## config.mk

```make
export PLATFORM = sky130hd
export DESIGN_NAME = mem_req_arbiter_flat
export DESIGN_NICKNAME = d
export VERILOG_FILES = /design/src/rtl/mem_req_arbiter_if.sv /design/src/rtl/mem_req_arbiter.sv /design/src/flat_wrapper.sv
export SDC_FILE = /design/constraint.sdc
export NUM_CORES = 1
export LEC_CHECK = 0
export ABC_AREA = 1
export CAP_MARGIN = 30
export CORE_AREA = 2 2 127 129
export CTS_BUF_LIST = sky130_fd_sc_hd__clkbuf_2
export DETAILED_ROUTE_END_ITERATION = 7
export DIE_AREA = 0 0 129 131
export PLACE_DENSITY = 0.66
export SETUP_SLACK_MARGIN = 0.4
export SLEW_MARGIN = 0
export SYNTH_ARGS = -nofsm -noshare
export SYNTH_HDL_FRONTEND = slang
export SYNTH_SLANG_ARGS = --single-unit
```

## constraint.sdc

```tcl
create_clock -name clk -period 6.2 [get_ports clk]
set_input_delay 0.62 -clock clk [delete_from_list [all_inputs] [get_ports clk]]
set_output_delay 0.62 -clock clk [all_outputs]
set_load 0.01 [all_outputs]
```

## src/rtl/mem_req_arbiter_if.sv

```systemverilog
// SRAM-like request/response bundle shared by the two requesters and the downstream port.
interface mem_req_arbiter_if;
    logic        req;
    logic        wr;
    logic [1:0]  size;
    logic [3:0]  wstrb;
    logic [31:0] addr;
    logic [31:0] wdata;
    logic        addr_ok;
    logic        data_ok;
    logic [31:0] rdata;

    modport master (
        output req, wr, size, wstrb, addr, wdata,
        input  addr_ok, data_ok, rdata
    );

    modport slave (
        input  req, wr, size, wstrb, addr, wdata,
        output addr_ok, data_ok, rdata
    );
endinterface

```

## src/rtl/mem_req_arbiter.sv

```systemverilog
// Shares one SRAM-like port between the inst and data requesters; an in-order tag FIFO
// routes each response back to the source that issued it.
module mem_req_arbiter #(
    parameter int unsigned DEPTH      = 4,
    parameter int unsigned CNT_W      = 4,
    parameter int unsigned STARVE_LIM = 8
) (
    input  logic                clk,
    input  logic                reset,
    mem_req_arbiter_if.slave    inst,
    mem_req_arbiter_if.slave    data,
    mem_req_arbiter_if.master   mem,
    output logic [CNT_W-1:0]    inst_io_cnt,
    output logic [CNT_W-1:0]    data_io_cnt,
    output logic                idle,
    output logic                proto_err
);

    localparam int unsigned PTR_W = (DEPTH > 1) ? $clog2(DEPTH) : 1;
    localparam int unsigned OCC_W = $clog2(DEPTH + 1);
    localparam int unsigned ST_W  = $clog2(STARVE_LIM + 1);

    typedef enum logic [1:0] {StFree, StLockI, StLockD} state_e;

    state_e            state_q;
    logic [DEPTH-1:0]  tag_q;
    logic [PTR_W-1:0]  wr_ptr_q, rd_ptr_q;
    logic [OCC_W-1:0]  occ_q;
    logic [ST_W-1:0]   starve_q;

    logic gnt_data, full, empty, accept, pop, head_data, lock_drop, stray;

    always_comb begin
        gnt_data = 1'b0;
        case (state_q)
            StLockI: gnt_data = 1'b0;
            StLockD: gnt_data = 1'b1;
            // Forced inst priority once data has won STARVE_LIM times in a row
            default: gnt_data = data.req && !(starve_q == ST_W'(STARVE_LIM) && inst.req);
        endcase
    end

    assign full  = (occ_q == OCC_W'(DEPTH));
    assign empty = (occ_q == '0);

    assign mem.req   = (gnt_data ? data.req : inst.req) && !full;
    assign mem.wr    = gnt_data ? data.wr    : inst.wr;
    assign mem.size  = gnt_data ? data.size  : inst.size;
    assign mem.wstrb = gnt_data ? data.wstrb : inst.wstrb;
    assign mem.addr  = gnt_data ? data.addr  : inst.addr;
    assign mem.wdata = gnt_data ? data.wdata : inst.wdata;

    assign accept    = mem.req && mem.addr_ok;
    assign pop       = mem.data_ok && !empty;
    assign stray     = mem.data_ok && empty;
    assign head_data = tag_q[rd_ptr_q];
    assign lock_drop = (state_q == StLockI && !inst.req) || (state_q == StLockD && !data.req);

    assign inst.addr_ok = accept && !gnt_data;
    assign data.addr_ok = accept && gnt_data;
    assign inst.data_ok = pop && !head_data;
    assign data.data_ok = pop && head_data;
    assign inst.rdata   = mem.rdata;
    assign data.rdata   = mem.rdata;

    assign idle = empty && !inst.req && !data.req;

    always_ff @(posedge clk) begin
        if (reset) begin
            state_q     <= StFree;
            tag_q       <= '0;
            wr_ptr_q    <= '0;
            rd_ptr_q    <= '0;
            occ_q       <= '0;
            starve_q    <= '0;
            inst_io_cnt <= '0;
            data_io_cnt <= '0;
            proto_err   <= 1'b0;
        end else begin
            case (state_q)
                StFree: begin
                    if (mem.req && !mem.addr_ok) begin
                        state_q <= gnt_data ? StLockD : StLockI;
                    end
                end
                StLockI, StLockD: begin
                    if (lock_drop || accept) begin
                        state_q <= StFree;
                    end
                end
                default: state_q <= StFree;
            endcase

            if (accept) begin
                tag_q[wr_ptr_q] <= gnt_data;
                wr_ptr_q <= (wr_ptr_q == PTR_W'(DEPTH - 1)) ? '0 : wr_ptr_q + PTR_W'(1);
            end
            if (pop) begin
                rd_ptr_q <= (rd_ptr_q == PTR_W'(DEPTH - 1)) ? '0 : rd_ptr_q + PTR_W'(1);
            end

            if (accept && !pop) begin
                occ_q <= occ_q + OCC_W'(1);
            end else if (pop && !accept) begin
                occ_q <= occ_q - OCC_W'(1);
            end

            // Same-source inc and dec in one cycle cancel
            case ({accept && !gnt_data, pop && !head_data})
                2'b10:   inst_io_cnt <= inst_io_cnt + CNT_W'(1);
                2'b01:   inst_io_cnt <= inst_io_cnt - CNT_W'(1);
                default: inst_io_cnt <= inst_io_cnt;
            endcase
            case ({accept && gnt_data, pop && head_data})
                2'b10:   data_io_cnt <= data_io_cnt + CNT_W'(1);
                2'b01:   data_io_cnt <= data_io_cnt - CNT_W'(1);
                default: data_io_cnt <= data_io_cnt;
            endcase

            if (!inst.req || (accept && !gnt_data)) begin
                starve_q <= '0;
            end else if (accept && gnt_data && starve_q != ST_W'(STARVE_LIM)) begin
                starve_q <= starve_q + ST_W'(1);
            end

            if (stray || lock_drop) begin
                proto_err <= 1'b1;
            end
        end
    end

endmodule

```

## src/flat_wrapper.sv

```systemverilog
// flat-port wrapper written by rule: the top's interface ports become plain ports
module mem_req_arbiter_flat 
#(
    parameter int unsigned DEPTH      = 4,
    parameter int unsigned CNT_W      = 4,
    parameter int unsigned STARVE_LIM = 8
)
  (clk, reset, inst_io_cnt, data_io_cnt, idle, proto_err, inst_req, inst_wr, inst_size, inst_wstrb, inst_addr, inst_wdata, inst_addr_ok, inst_data_ok, inst_rdata, data_req, data_wr, data_size, data_wstrb, data_addr, data_wdata, data_addr_ok, data_data_ok, data_rdata, mem_req, mem_wr, mem_size, mem_wstrb, mem_addr, mem_wdata, mem_addr_ok, mem_data_ok, mem_rdata);
  mem_req_arbiter_if inst_i ();
  mem_req_arbiter_if data_i ();
  mem_req_arbiter_if mem_i ();
  input  logic clk;
  input  logic reset;
  output logic [CNT_W-1:0] inst_io_cnt;
  output logic [CNT_W-1:0] data_io_cnt;
  output logic idle;
  output logic proto_err;
  input wire logic [$bits(inst_i.req)-1:0] inst_req;
  input wire logic [$bits(inst_i.wr)-1:0] inst_wr;
  input wire logic [$bits(inst_i.size)-1:0] inst_size;
  input wire logic [$bits(inst_i.wstrb)-1:0] inst_wstrb;
  input wire logic [$bits(inst_i.addr)-1:0] inst_addr;
  input wire logic [$bits(inst_i.wdata)-1:0] inst_wdata;
  output wire logic [$bits(inst_i.addr_ok)-1:0] inst_addr_ok;
  output wire logic [$bits(inst_i.data_ok)-1:0] inst_data_ok;
  output wire logic [$bits(inst_i.rdata)-1:0] inst_rdata;
  input wire logic [$bits(data_i.req)-1:0] data_req;
  input wire logic [$bits(data_i.wr)-1:0] data_wr;
  input wire logic [$bits(data_i.size)-1:0] data_size;
  input wire logic [$bits(data_i.wstrb)-1:0] data_wstrb;
  input wire logic [$bits(data_i.addr)-1:0] data_addr;
  input wire logic [$bits(data_i.wdata)-1:0] data_wdata;
  output wire logic [$bits(data_i.addr_ok)-1:0] data_addr_ok;
  output wire logic [$bits(data_i.data_ok)-1:0] data_data_ok;
  output wire logic [$bits(data_i.rdata)-1:0] data_rdata;
  output wire logic [$bits(mem_i.req)-1:0] mem_req;
  output wire logic [$bits(mem_i.wr)-1:0] mem_wr;
  output wire logic [$bits(mem_i.size)-1:0] mem_size;
  output wire logic [$bits(mem_i.wstrb)-1:0] mem_wstrb;
  output wire logic [$bits(mem_i.addr)-1:0] mem_addr;
  output wire logic [$bits(mem_i.wdata)-1:0] mem_wdata;
  input wire logic [$bits(mem_i.addr_ok)-1:0] mem_addr_ok;
  input wire logic [$bits(mem_i.data_ok)-1:0] mem_data_ok;
  input wire logic [$bits(mem_i.rdata)-1:0] mem_rdata;
  assign inst_i.req = inst_req;
  assign inst_i.wr = inst_wr;
  assign inst_i.size = inst_size;
  assign inst_i.wstrb = inst_wstrb;
  assign inst_i.addr = inst_addr;
  assign inst_i.wdata = inst_wdata;
  assign inst_addr_ok = inst_i.addr_ok;
  assign inst_data_ok = inst_i.data_ok;
  assign inst_rdata = inst_i.rdata;
  assign data_i.req = data_req;
  assign data_i.wr = data_wr;
  assign data_i.size = data_size;
  assign data_i.wstrb = data_wstrb;
  assign data_i.addr = data_addr;
  assign data_i.wdata = data_wdata;
  assign data_addr_ok = data_i.addr_ok;
  assign data_data_ok = data_i.data_ok;
  assign data_rdata = data_i.rdata;
  assign mem_req = mem_i.req;
  assign mem_wr = mem_i.wr;
  assign mem_size = mem_i.size;
  assign mem_wstrb = mem_i.wstrb;
  assign mem_addr = mem_i.addr;
  assign mem_wdata = mem_i.wdata;
  assign mem_i.addr_ok = mem_addr_ok;
  assign mem_i.data_ok = mem_data_ok;
  assign mem_i.rdata = mem_rdata;
  mem_req_arbiter #(.DEPTH(DEPTH), .CNT_W(CNT_W), .STARVE_LIM(STARVE_LIM)) u_core (.clk(clk), .reset(reset), .inst(inst_i), .data(data_i), .mem(mem_i), .inst_io_cnt(inst_io_cnt), .data_io_cnt(data_io_cnt), .idle(idle), .proto_err(proto_err));
endmodule
```

==> results.json <==
{
  "outcome": "finished clean",
  "rsz0062_at_grt": "no",
  "drc": 0,
  "port_buffers": 233,
  "worst_pin_slew_ns": 0.834,
  "worstSkewPairLatency_ns": 0.37,
  "gp_congestion": 0.822,
  "hold_buffers": 0,
  "pwr-share-comb_pct": 82.8,
  "p_int_w": 0.00111,
  "drive_gt1_share_pct": 3.09,
  "yosys.area.top_type": "nand2_1",
  "setup_violations": 0,
  "synth_top_area_share_pct": 31.3,
  "via_per_inst": 3.96,
  "post-route-min-period_ns": 3.92,
  "power_density_mw_per_mm2": 429,
  "mappedNetlistArea_sq_mm": 0.00301,
  "wl_mm": 14.1,
  "wl_per_cell_microns": 15.7,
  "fin_nets": 879,
  "switchingPower_w": 0.00107,
  "synth_cell_types": 28,
  "ant_nets": 0,
  "maxSlewViolCount": 0,
  "cts_tree": "yes",
  "start_kind": "flip-flop",
  "drt_iter0_drc": 117,
  "synth_nets": 721,
  "finalPower_w": 0.00218,
  "hold_class": "reg2reg",
  "ys_ff_latch": 26,
  "drtPass1Iterations": 4,
  "drv_cap": 0,
  "post-place-ws_ns": 2.25,
  "dieArea_sq_mm": 0.0169,
  "yosys_warnings": 0,
  "grt_pass1_vias": 3251,
  "num_rows": 46,
  "path_clk_slew_ns": 0.27,
  "grt_max_degree": 75,
  "critPathKind": "reg2out",
  "tns_ns": 0,
  "postSynthCellCount": 523,
  "area_growth_pct": 68.9,
  "worstPathArrival_ns": 3.30,
  "grt_pass1_wl_mm": 19.4,
  "irDropWorstVdd_v": 0.000472,
  "cts_root_buf": "clkbuf_2",
  "grt_util_all_layers_pct": 15.0,
  "post_cts_resize_count": 0,
  "ys_async_sr_fraction_pct": 0,
  "post-dp-hpwl_mm": 11.7,
  "cts_setup_buffers": 0,
  "hold_viol": 0,
  "fin_crit_sh_pct": 63.2,
  "finClkSkew_ns": 0.0151,
  "antenna_found_initial": 1,
  "synth_ff_type": "dfxtp_1",
  "swShare_pct": 49.1,
  "grt.overflow.total": 0,
  "fmax_mhz": 255,
  "p_clk_share_pct": 5.1,
  "seq_power_share_pct": 12.2,
  "crit_fanout": 44,
  "core_area_sq_mm": 0.0156,
  "synth_edf_count": 0,
  "ys_seq_area_share_pct": 17.3,
  "cts_sinks": 26,
  "die_h_microns": 131,
  "die_w_microns": 129,
  "cp-end-kind": "primary output",
  "worstPathRequired_ns": 5.58,
  "clk_path_buf_depth": 2,
  "p_leak_nw": 2.34,
  "htreeDepth": 1,
  "cts_buffers": 3,
  "avgSynthCellArea_sq_um": 5.76,
  "initial_core_util_pct": 19.3,
  "relSlewSlack_pct": 44.4,
  "io_pins": 330,
  "ys_top_cells_by_area": "nand2_1 31%, buf_4 18%, dfxtp_1 17%, ha_1 7.1%, inv_1 4.4%",
  "setup_ws_ns": 2.28,
  "routed-via-count": 3553
}
## cells in the final DEF, fill, tap and decap left out
cell type | Yosys | final
nor2_4 | 1 | 1
nor2_1 | 35 | 35
nand3_1 | 11 | 11
nand2_2 | 3 | 3
inv_1 | 35 | 35
dfxtp_1 | 26 | 26
ha_1 | 17 | 17
o21bai_1 | 1 | 1
nor3_1 | 1 | 1
a32oi_1 | 1 | 1
a21oi_1 | 21 | 21
o21ai_0 | 15 | 15
nand4_1 | 2 | 2
clkbuf_2 | 0 | 3
nand3_2 | 1 | 1
xnor2_1 | 3 | 3
o32ai_1 | 2 | 2
nand3_4 | 1 | 1
diode_2 | 0 | 1
bufinv_16 | 0 | 1
nand4_2 | 2 | 2
buf_4 | 72 | 2
a22o_1 | 1 | 1
nand2_1 | 251 | 251
inv_2 | 5 | 5
fa_1 | 1 | 1
inv_4 | 1 | 1
xor2_1 | 3 | 3
nand2_4 | 1 | 1
clkdlybuf4s50_1 | 0 | 233
## cells by family (layout without fill, tap and decap cells)
kind of cell / count (synthesis) / after routing / share of synthesized area (%)
adder cells (fa/ha/maj): 18 / 18 / 7.72
XOR/XNOR: 6 / 6 / 1.74
flip-flops: 26 / 26 / 17.3
AO/OA/AOI/OAI: 41 / 41 / 7.39
buffers and inverters: 123 / 280 / 24.7
other: 0 / 1 / 0
AND/OR/NAND/NOR: 309 / 309 / 41.2
## cell usage after synthesis, types with 2 or more instances
cell	n
nor2_1	35
ha_1	17
inv_1	35
o32ai_1	2
nand3_1	11
nand4_1	2
o21ai_0	15
nand2_1	251
buf_2	8
inv_2	5
clkbuf_1	2
xnor2_1	3
a21oi_1	21
buf_4	72
nand2_2	3
xor2_1	3
dfxtp_1	26
nand4_2	2
## path summary, 6_finish.rpt
check	endpoint	slack (ns)	start	cells after the start
max	mem_addr[7]	2.28	u_core.state_q[1]	10
min	u_core.tag_q[2]	0.48	u_core.tag_q[2]	2
max reg2reg	u_core.data_io_cnt[2]	2.96	u_core.state_q[0]	16
min reg2reg	u_core.tag_q[2]	0.48	u_core.tag_q[2]	2
## critical path: stages (launching register included)
cell,delay [ns]
dfxtp_1,0.43
inv_1,0.08
ha_1,0.33
nor2_1,0.07
nand2_2,0.08
nand2_2,0.06
inv_2,0.59
buf_4,0.46
nand2_1,0.11
nand2_1,0.12
clkdlybuf4s50_1,0.56
## power groups by stage
stage          Clock, W  Sequential [W]  Combinational [W]
4_1_cts        0.000115        0.000266            0.00184
3_5_place_dp          0        0.000270            0.00182
5_1_grt        0.000121        0.000275            0.00200
6_report       0.000111        0.000265            0.00181
3_3_place_gp          0        0.000270            0.00183
2_1_floorplan         0        0.000270           0.000972
## per-stage QoR
step / instances / hold slack [ns] / util, % / cell area, sq um
floorplan: 523 / 0.439 / - / 3010
global placement: 892 / 0.453 / 32.3 / 5040
detailed placement: 892 / 0.453 / 32.3 / 5040
CTS: 896 / 0.482 / 32.6 / 5090
global route: 896 / 0.506 / 32.6 / 5090
finish: 897 / 0.480 / 32.6 / 5090
## metal layers
metal	GRT usage, %	wire length, microns	vias to the layer above	share of wire [%]
li1	-	-	1846	-
met1	19.5	6080	1494	43
met5	0	0	-	0
met4	2.30	176	0	1.2
met3	5.70	1520	16	11
met2	24.1	6340	197	45
## layout make-up
cell class	instances	area (sq um)
clock inverter	1	30.0
sequential	26	520
fill	1705	10500
antenna	1	2.50
inverter	41	156
tap	216	270
clock buffer	3	15.0
multi-input combinational	374	1750
timing repair buffer	235	2350
## registers in the layout, indices dropped and copies added (netlist names)
register / flops
u_core.wr_ptr_q: 2
u_core.tag_q: 4
u_core.occ_q: 3
u_core.rd_ptr_q: 2
u_core.state_q: 2
u_core.data_io_cnt: 4
u_core.inst_io_cnt: 4
u_core.starve_q: 4
u_core.proto_err: 1
Note: power is estimated with default switching activity, not from simulation.
